<file path="src/rtl/kpn_fifo_channel.sv">
// rtl/kpn_fifo_channel.sv - bounded KPN token channel with reset-time token preload
// Optional macro KPN_FIFO_ERR_EN adds sticky overflow/underflow flag ports.
module kpn_fifo_channel #(
  parameter int                    DATA_WIDTH  = 16,
  parameter int                    DEPTH       = 8,
  parameter int                    INIT_TOKENS = 0,
  parameter logic [DATA_WIDTH-1:0] INIT_VALUE  = '0
) (
  input  logic                         clk,
  input  logic                         reset,
  input  logic                         wr,
  input  logic [DATA_WIDTH-1:0]        entry_1,
  input  logic                         rd,
  output logic [DATA_WIDTH-1:0]        output_1,
  output logic                         out_valid,
  output logic                         full,
  output logic                         empty,
  output logic [$clog2(DEPTH+1)-1:0]   count
`ifdef KPN_FIFO_ERR_EN
  ,
  output logic                         overflow,
  output logic                         underflow
`endif
);

  localparam int CW = $clog2(DEPTH + 1);
  localparam int PW = $clog2(DEPTH);

  logic [DATA_WIDTH-1:0] mem [DEPTH];
  logic [PW-1:0]         rd_ptr;
  logic [PW-1:0]         wr_ptr;
  logic                  rd_acc;
  logic                  wr_acc;

  // Wrap by explicit compare so non-power-of-two depths work.
  function automatic logic [PW-1:0] next_ptr(input logic [PW-1:0] p);
    return (p == PW'(DEPTH - 1)) ? '0 : p + 1'b1;
  endfunction

  assign full   = (count == CW'(DEPTH));
  assign empty  = (count == '0);
  // A full channel still takes a write when a read frees the oldest slot.
  assign rd_acc = rd & ~empty;
  assign wr_acc = wr & (~full | rd_acc);

  // Token storage: reset reloads the initial tokens, otherwise accepted writes land at wr_ptr.
  always_ff @(posedge clk) begin
    if (reset) begin
      for (int i = 0; i < DEPTH; i++) begin
        if (i < INIT_TOKENS) mem[PW'(i)] <= INIT_VALUE;
      end
    end else if (wr_acc) begin
      mem[wr_ptr] <= entry_1;
    end
  end

  // Pointers and occupancy; simultaneous accepted read and write leave count unchanged.
  always_ff @(posedge clk) begin
    if (reset) begin
      rd_ptr <= '0;
      wr_ptr <= PW'(INIT_TOKENS % DEPTH);
      count  <= CW'(INIT_TOKENS);
    end else begin
      if (rd_acc) rd_ptr <= next_ptr(rd_ptr);
      if (wr_acc) wr_ptr <= next_ptr(wr_ptr);
      case ({wr_acc, rd_acc})
        2'b10:   count <= count + 1'b1;
        2'b01:   count <= count - 1'b1;
        default: count <= count;
      endcase
    end
  end

  // Registered read port: output_1 holds the last popped token, out_valid pulses per pop.
  always_ff @(posedge clk) begin
    if (reset) begin
      output_1  <= '0;
      out_valid <= 1'b0;
    end else begin
      out_valid <= rd_acc;
      if (rd_acc) output_1 <= mem[rd_ptr];
    end
  end

`ifdef KPN_FIFO_ERR_EN
  // Sticky protocol error flags, cleared only by reset.
  always_ff @(posedge clk) begin
    if (reset) begin
      overflow  <= 1'b0;
      underflow <= 1'b0;
    end else begin
      if (wr && !wr_acc) overflow  <= 1'b1;
      if (rd && empty)   underflow <= 1'b1;
    end
  end
`endif

endmodule

</file>
<file path="config.mk">
export PLATFORM = sky130hd
export DESIGN_NAME = kpn_fifo_channel
export DESIGN_NICKNAME = d
export VERILOG_FILES = /design/src/rtl/kpn_fifo_channel.sv
export SDC_FILE = /design/constraint.sdc
export NUM_CORES = 1
export LEC_CHECK = 0
export BUFFER_PORTS_ARGS = -buffer_cell sky130_fd_sc_hd__buf_2
export CAP_MARGIN = 30
export CORE_UTILIZATION = 50
export DETAILED_ROUTE_END_ITERATION = 6
export GPL_TIMING_DRIVEN = 0
export PLACE_DENSITY = 0.69
export SLEW_MARGIN = 5
export SYNTH_ARGS = -nofsm -noshare
export SYNTH_HDL_FRONTEND = slang
export SYNTH_SLANG_ARGS = --single-unit
</file>
<file path="constraint.sdc">
create_clock -name clk -period 4.6 [get_ports clk]
set_input_delay 0.69 -clock clk [delete_from_list [all_inputs] [get_ports clk]]
set_output_delay 0.69 -clock clk [all_outputs]
set_load 0.05 [all_outputs]
</file>
After elaboration in Yosys (flattened, before gate mapping)
Memories as Yosys holds them, arrays and structs flattened. A register that Yosys moved wholly into a read port is not among the register bits.
Index checks and enable logic that the tools add are counted.
{"block": "op_classes", "n_reduce_logical": 2, "muxes": 6, "n_mul": 0, "order_cmp": 0, "eq_ne": 5, "bitwise_logic": 5, "n_shift": 0, "n_div": 0, "add_sub_neg": 4}
{"op": "$pmux W4 S2", "count": 1}
{"op": "$add A3 B1 Y3 const B", "count": 2}
{"op": "$eq A3 B3 Y1 const B", "count": 2}
{"op": "$mux W3", "count": 2}
{"op": "$add A4 B1 Y4 const B", "count": 1}
{"op": "$eq A4 B4 Y1 const B", "count": 1}
{"op": "$logic_not A4 Y1", "count": 1}
{"op": "$sub A4 B1 Y4 const B", "count": 1}
{"op": "$mux W1", "count": 3}
{"op": "$and A1 B1 Y1", "count": 2}
{"op": "$eq A2 B1 Y1 const B", "count": 1}
{"op": "$eq A2 B2 Y1 const B", "count": 1}
{"op": "$not A1 Y1", "count": 2}
{"op": "$reduce_bool A2 Y1", "count": 1}
{"op": "$or A1 B1 Y1", "count": 1}
{"block": "word_totals", "ram_bits": 128, "latch_bits": 0, "ff_bits": 11, "romBits": 0, "input_bits": 20, "n_memories": 1}
{"memory": "mem", "depth": 8, "width": 16, "read_ports": 1, "rd_ports_with_merged_regs": 1, "write_ports": 1, "line_no": "29", "text": "logic [DATA_WIDTH-1:0] mem [DEPTH];"}

Logic depth before layout (Yosys ltp)
Gate-level depths: netlist (run 1).
{"block": "logic_depth", "depth_word": 8, "depth_mapped": 12, "ltp_nobuf": 9}

Worst setup path after synthesis (run 1)
OpenSTA, ideal clock, no wires.
{"block": "synth_path", "path_type": "flip-flop to flip-flop", "from": "register count[0]", "to": "memory mem[0][0] (enable)", "setup_ps": 436, "path_stages_with_launch": 6, "n_path_buf": 2, "period_less_slack_ps": 3367, "path_slack_ps": 1233, "t_arrival_ps": 2931, "path_cell_list": "dfxtp_1 -> buf_6 -> or3_1 -> buf_2 -> o21ai_2 -> nor4b_1"}
{"block": "synth_via", "elab_chain_len": 8}
{"element": "start, declared", "line_no": "18", "text": "output logic [$clog2(DEPTH+1)-1:0] count"}
{"element": "start signal, assigned", "line_no": "62", "text": "count <= CW'(INIT_TOKENS);"}
{"element": "start signal, assigned", "line_no": "67", "text": "2'b10: count <= count + 1'b1;"}
{"element": "start signal, assigned", "line_no": "68", "text": "2'b01: count <= count - 1'b1;"}
{"element": "$logic_not A4 Y1", "line_no": "41", "text": "assign empty = (count == '0);"}
{"element": "$not A1 Y1", "line_no": "43", "text": "assign rd_acc = rd & ~empty;"}
{"element": "$and A1 B1 Y1", "line_no": "43"}
{"element": "$or A1 B1 Y1 (*)", "line_no": "44", "text": "assign wr_acc = wr & (~full | rd_acc);"}
{"element": "$and A1 B1 Y1 (*)", "line_no": "44"}
{"element": "$mux W1 (*)", "line_no": "52", "text": "end else if (wr_acc) begin"}
{"element": "$mux W1 (*)", "line_no": "48", "text": "if (reset) begin"}
{"element": "$mux W1 (implied by the code) (*)", "line_no": "53", "text": "mem[wr_ptr] <= entry_1;"}
{"element": "end, declared", "line_no": "29"}
Every way passes the cells marked *; elsewhere a longest branch is shown, timed or not.

Worst setup path after layout (run 1)
{"block": "layout_path", "from": "register count[0]", "to": "register count[3]"}
{"block": "layout_via", "elab_chain_len": 7}
{"element": "$logic_not A4 Y1", "line_no": "41"}
{"element": "$not A1 Y1", "line_no": "43"}
{"element": "$and A1 B1 Y1", "line_no": "43"}
{"element": "$or A1 B1 Y1", "line_no": "44"}
{"element": "$and A1 B1 Y1", "line_no": "44"}
{"element": "$eq A2 B1 Y1 / $eq A2 B2 Y1 (equally long branches)", "line_no": "66", "text": "case ({wr_acc, rd_acc})"}
{"element": "$pmux W4 S2 / $reduce_bool A2 Y1 (equally long branches)"}
Parallel ways exist; a longest one is shown, timed or not.
A chain may end at the register's enable or synchronous reset.

==> results of run 1 <==
[critical path: stages, from the launching register on]
cell and delay, ns:
dfxtp_1 0.32, buf_6 0.13, or3_1 0.36, buf_2 0.16, o21a_1 0.18, buf_6 0.14, nand2b_1 0.10, inv_1 0.07
ha_1 0.32, a21oi_1 0.26, nor4bb_1 0.27, o21bai_1 0.10, a31oi_1 0.12
[how the worst max path moves through the flow]
stage	start	end	slack [ns]	depth (start not counted)
finish	count[0]$_SDFFE_PP0P_	count[3]$_SDFFE_PP0P_	1.99	12
global route	count[0]$_SDFFE_PP0P_	count[3]$_SDFFE_PP0P_	1.84	12
CTS	count[0]$_SDFFE_PP0P_	count[3]$_SDFFE_PP0P_	1.99	12
detailed placement	rd	mem[0][9]$_DFFE_PP_	1.82	6
global placement	rd	mem[0][9]$_DFFE_PP_	-0.62	4
floorplan	count[0]$_SDFFE_PP0P_	mem[0][0]$_DFFE_PP_	1.23	5
[kinds of logic after synthesis]
family / count (synthesis) / synth area share, %
buf+inv: 24 / 2.283
mux: 50 / 14.68
compound gates: 34 / 5.279
simple gates: 57 / 4.362
fa+ha+maj: 7 / 1.549
flops: 155 / 71.42
xor+xnor: 3 / 0.4281
[power groups by stage]
stage	Combinational, mW	Sequential [mW]	Clock, mW
floorplan	0.716	1.96	0
global placement	1.23	1.71	0
detailed placement	1.26	1.71	0
CTS	1.27	1.69	1.41
global route	1.34	1.70	1.47
finish	1.25	1.69	1.39
[metrics by stage]
step,TNS [ns],setup WS (ns),power (mW)
6_report,0,1.991,4.323
5_1_grt,0,1.835,4.505
4_1_cts,0,1.990,4.361
3_5_place_dp,0,1.822,2.971
3_3_place_gp,-10.38,-0.6216,2.936
2_1_floorplan,0,1.233,2.679
[state kept, by name, summed over array words and instances, names as in the netlist]
signal and count:
mem 128, output_1 16, count 4, rd_ptr 3, wr_ptr 3, out_valid 1
[cell usage after synthesis, types with 4 or more instances]
cell type	n
a211oi_2	17
a21oi_1	7
buf_2	7
buf_6	5
clkbuf_1	6
dfxtp_1	27
edfxtp_1	128
ha_1	6
mux2i_1	18
mux4_2	32
nand2_1	9
nor2_1	28
nor3_1	4
[per-layer routing]
| layer | track usage, % | share of wire, % |
|---|---|---|
| met1 | 29.05 | 45 |
| met2 | 32.26 | 48 |
| met3 | 4.660 | 5.6 |
| met4 | 10.22 | 1.4 |
| met5 | 0 | 0 |
[layout make-up]
type	count	area, um2
fillers	876	4716
clock inverters	12	147.6
repair buffers	54	344.1
flip-flops and latches	155	4384
clock buffers	20	446.7
inverters	3	11.26
plain buffers	21	128.9
well taps	147	183.9
multi-input cells	151	1649
==> impl_metrics.toml, run 1 <==
[worst_setup_path]
setup.worst_path.class = "reg2reg"
reg2reg_to = "count[3]$_SDFFE_PP0P_"
r2r-start = "count[0]$_SDFFE_PP0P_"
arrival_ns = 2.95
crit_path_max_fanout = 8
endpoint_kind = "register"
r2r.worst_path.cells = 12
cp-start-kind = "register"
crit_required_ns = 4.94
r2r_slack_ns = 1.99

[layout]
final_cell_mix = "edfxtp_1, buf_2, mux4_2"
drive_gt1_share_pct = 37.50
num_antenna_cells = 0
stdcell_count = 563
fin_nets = 430
design_area_um2 = 7296
utilization_pct = 60.74
final_common_cell = "edfxtp_1"
syn2layout_area_growth_pct = 18.85

[die]
die_x_um = 112.8
initial_core_util_pct = 51.10
rows = 40
die_area_um2 = 12720
boundaryPins = 43
dieHeight_um = 112.8
core_area_um2 = 12010

[sta]
max-slew-margin-rel_pct = 37.31
whs_ns = 0.5298
skew_ns = 0.008193
fin_crit_ns = 2.609
setup_viol_count_final = 0
finalCritPeriodShare_pct = 56.73
hold_violations = 0
fmax_mhz = 383.2
tightest_slew_ns = 0.9404
report.final.slew_viol_count = 0
rsz0062_at_grt = "false"

[clocking]
clk_latency_ns = 0.42
clockRootBuffer = "clkbuf_16"
cts_made_buffers = 17
cts_setup_buffers = 0
numClockSinks = 155
ctsHoldBuffers = 0
post_cts_resized = 0
cts.clk_slew.worst_paths_ns = 0.06
htreeDepth = 4
cts_max_path_buffers = 2
cts_tree = "built"

[synth]
synth-edff-count = 128
synth_top_area_share_pct = 62.62
synth_largest_area_cell = "edfxtp_1"
yosysSeqAreaShare_pct = 71.42
synth_nets = 357
ys_warn_count = 0
syn_inst = 330
synth-seq-cells = 155
synth.avg_cell_area_um2 = 18.60
synth_flop_cell = "edfxtp_1"
synth_area_um2 = 6138
synthDistinctLibCells = 37
synthArstFlopShare_pct = 0
yosys-top-cells-area = "edfxtp_1, mux4_2, dfxtp_1"

[global_route]
antenna_found_initial = 0
grt_pass1_vias = 3323
grt-ovfl-total = 0
grt_max_degree = 17
grt.total_usage_pct = 21.10
grt_pass1_wl_um = 18930

[hold_path]
min_path_cells = 2
hp-start = "output_1[8]$_SDFFE_PP0N_"
min_to = "output_1[8]$_SDFFE_PP0N_"
worst_hold_path_type = "reg2reg"

[routing]
finalWirelength_um = 12170
postRouteAntennaNets = 0
drt_pre_antenna_iters = 4
vias = 3236
drcViolationCount = 0
drt-initial-drc-count = 198
via_per_inst = 5.748
wl_per_cell_um = 21.62

[power_and_ir_drop]
p_switching_mw = 1.383
swShare_pct = 31.99
p_leak_nw = 2.466
clock_power_share_pct = 32.1
pwr-share-comb_pct = 28.9
peakVddDrop_mv = 0.2751
p_seq_share_pct = 39.1
cellPowerDensity_nw_per_um2 = 592.5
internal_power_mw = 2.940

[placement]
place_area_um2 = 6701
dp_hpwl_um = 7954
dp.cells = 531
gp_congestion = 0.7473
io_buffer_count = 41

[run]
maxCapViolations = 0

[outcome]
outcome = "complete, no violations"
Power figures use the tool's default switching activity.
==> run 2, diff against run 1 <==
==> constraint.sdc (replaced) <==
create_clock -name clk -period 2.6 [get_ports clk]
set_input_delay 0.39 -clock clk [delete_from_list [all_inputs] [get_ports clk]]
set_output_delay 0.39 -clock clk [all_outputs]
set_load 0.05 [all_outputs]
==> impl_metrics.toml, run 2 (synthesis gave the netlist of run 1 again) <==
[outcome]
outcome = "complete, no violations"

[die]
die_area_um2 = 12720
boundaryPins = 43
dieHeight_um = 112.8
die_x_um = 112.8
rows = 40
core_area_um2 = 12010
initial_core_util_pct = 51.10

[routing]
drt_pre_antenna_iters = 4
wl_per_cell_um = 22.40
postRouteAntennaNets = 0
drcViolationCount = 0
via_per_inst = 5.706
finalWirelength_um = 12590
drt-initial-drc-count = 235
vias = 3207

[clocking]
numClockSinks = 155
cts_max_path_buffers = 2
cts_setup_buffers = 0
htreeDepth = 4
cts_tree = "built"
clockRootBuffer = "clkbuf_16"
ctsHoldBuffers = 0
cts_made_buffers = 17
cts.clk_slew.worst_paths_ns = 0.06
clk_latency_ns = 0.43

[layout]
final_common_cell = "edfxtp_1"
top_regs = "mem (128), output_1 (16), count (4)"
design_area_um2 = 7325
fin_nets = 429
num_antenna_cells = 0
final_cell_mix = "edfxtp_1, buf_2, mux4_2"
utilization_pct = 60.98
regMostFlops = "mem"
syn2layout_area_growth_pct = 19.32
largest_register_ffs = 128
drive_gt1_share_pct = 37.83

[worst_setup_path]
arrival_ns = 2.75
worst_path_max_delay_cell = "or3_1"
cpMostUsedCell = "buf_6"
max_stage_delay_ns = 0.35
crit_path_max_fanout = 8
r2r_slack_ns = 0.15
cp-start-kind = "register"
endpoint_kind = "register"
setup.worst_path.class = "reg2reg"
cp_cell_sequence = "buf_6 > or3_1 > buf_2 > o21a_1 > buf_6 > nand2b_4 > inv_1 > ha_4 > nand3_1 > and2_1 > o221ai_2 > a31oi_1"
crit_required_ns = 2.90

[sta]
report.final.slew_viol_count = 0
tightest_slew_ns = 0.9939
max-slew-margin-rel_pct = 33.74
fin_crit_ns = 2.453
setup_tns_ns = 0
fmax_mhz = 407.6
hold_violations = 0
skew_ns = 0.006302
finalCritPeriodShare_pct = 94.36
setup_viol_count_final = 0

[power_and_ir_drop]
cellPowerDensity_nw_per_um2 = 1029
peakVddDrop_mv = 0.5690
p_leak_nw = 2.475
p_total_mw = 7.539

[global_route]
grt_max_degree = 17
grt_pass1_vias = 3335
grt-ovfl-total = 0
grt.total_usage_pct = 21.72
grt_pass1_wl_um = 19310
antenna_found_initial = 0

[run]
maxCapViolations = 0

[placement]
gp_congestion = 0.7778
dp_hpwl_um = 8172
io_buffer_count = 41
place_area_um2 = 6731

[hold_path]
worst_hold_path_type = "in2reg"
## run 2: cell count changes in the layout (fill, tap and decap cells not counted), moves of 2 or more
cell | previous run | this run
clkinv_1 | 0 | 2
clkinv_4 | 2 | 0
buf_4 | 5 | 1
clkbuf_1 | 8 | 10
buf_8 | 2 | 4
bufinv_16 | 3 | 1
## run 2: layer usage
| layer | vias to the layer above | GRT usage (%) | wire length (um) | part of all wire [%] |
|---|---|---|---|---|
| li1 | 1455 | - | - | - |
| met1 | 1640 | 28.93 | 5497 | 44 |
| met2 | 91 | 33.66 | 6105 | 49 |
| met3 | 21 | 5.945 | 695 | 5.5 |
| met4 | 0 | 9.956 | 288 | 2.3 |
| met5 | - | 0 | 0 | 0 |
## run 2: final timing paths
check | startpoint | to | cells after the start
worst max-delay path | count[0]$_SDFFE_PP0P_ | count[3]$_SDFFE_PP0P_ | 12
worst min-delay path | entry_1[12] | mem[2][12]$_DFFE_PP_ | 1
worst max register to register | count[0]$_SDFFE_PP0P_ | count[3]$_SDFFE_PP0P_ | 12
worst min register to register | output_1[15]$_SDFFE_PP0N_ | output_1[15]$_SDFFE_PP0N_ | 2
## run 2: layout make-up
type | count | area, um2
fill | 888 | 4687
timing repair buffer | 53 | 355.3
multi-input combinational | 151 | 1719
clock buffer | 23 | 467.9
sequential | 155 | 4385
tap | 147 | 183.9
inverter | 3 | 11.26
clock inverter | 9 | 72.57
buffer | 21 | 128.9
## run 2: timing repair
item	CTS	global route
pin swaps	0	2
gates resized for setup	1	6
endpoints found under the setup margin	1	1
## run 2: power by group
group / leakage (nW) / switching [mW] / internal, mW
registers: 1.38 / 0.119 / 2.87
logic: 0.835 / 1.44 / 0.837
clock network: 0.262 / 0.915 / 1.35
## run 2: critical path: cells and delay by family, from the launching register on
kind | cells | cell delay, ns
buffers and inverters | 4 | 0.50
flip-flops | 1 | 0.32
AO/OA/AOI/OAI | 3 | 0.45
AND/OR/NAND/NOR | 4 | 0.75
adder cells (fa/ha/maj) | 1 | 0.30
## run 2: stage by stage
step           cells  hold slack, ns  setup WS (ns)
6_report         562          0.2331         0.1467
3_5_place_dp     530          0.5222        0.01248
4_1_cts          562          0.2184        0.04251
2_1_floorplan    330          0.4889        -0.1528
3_3_place_gp     518          0.5221         -1.335
5_1_grt          562          0.2337       -0.04621
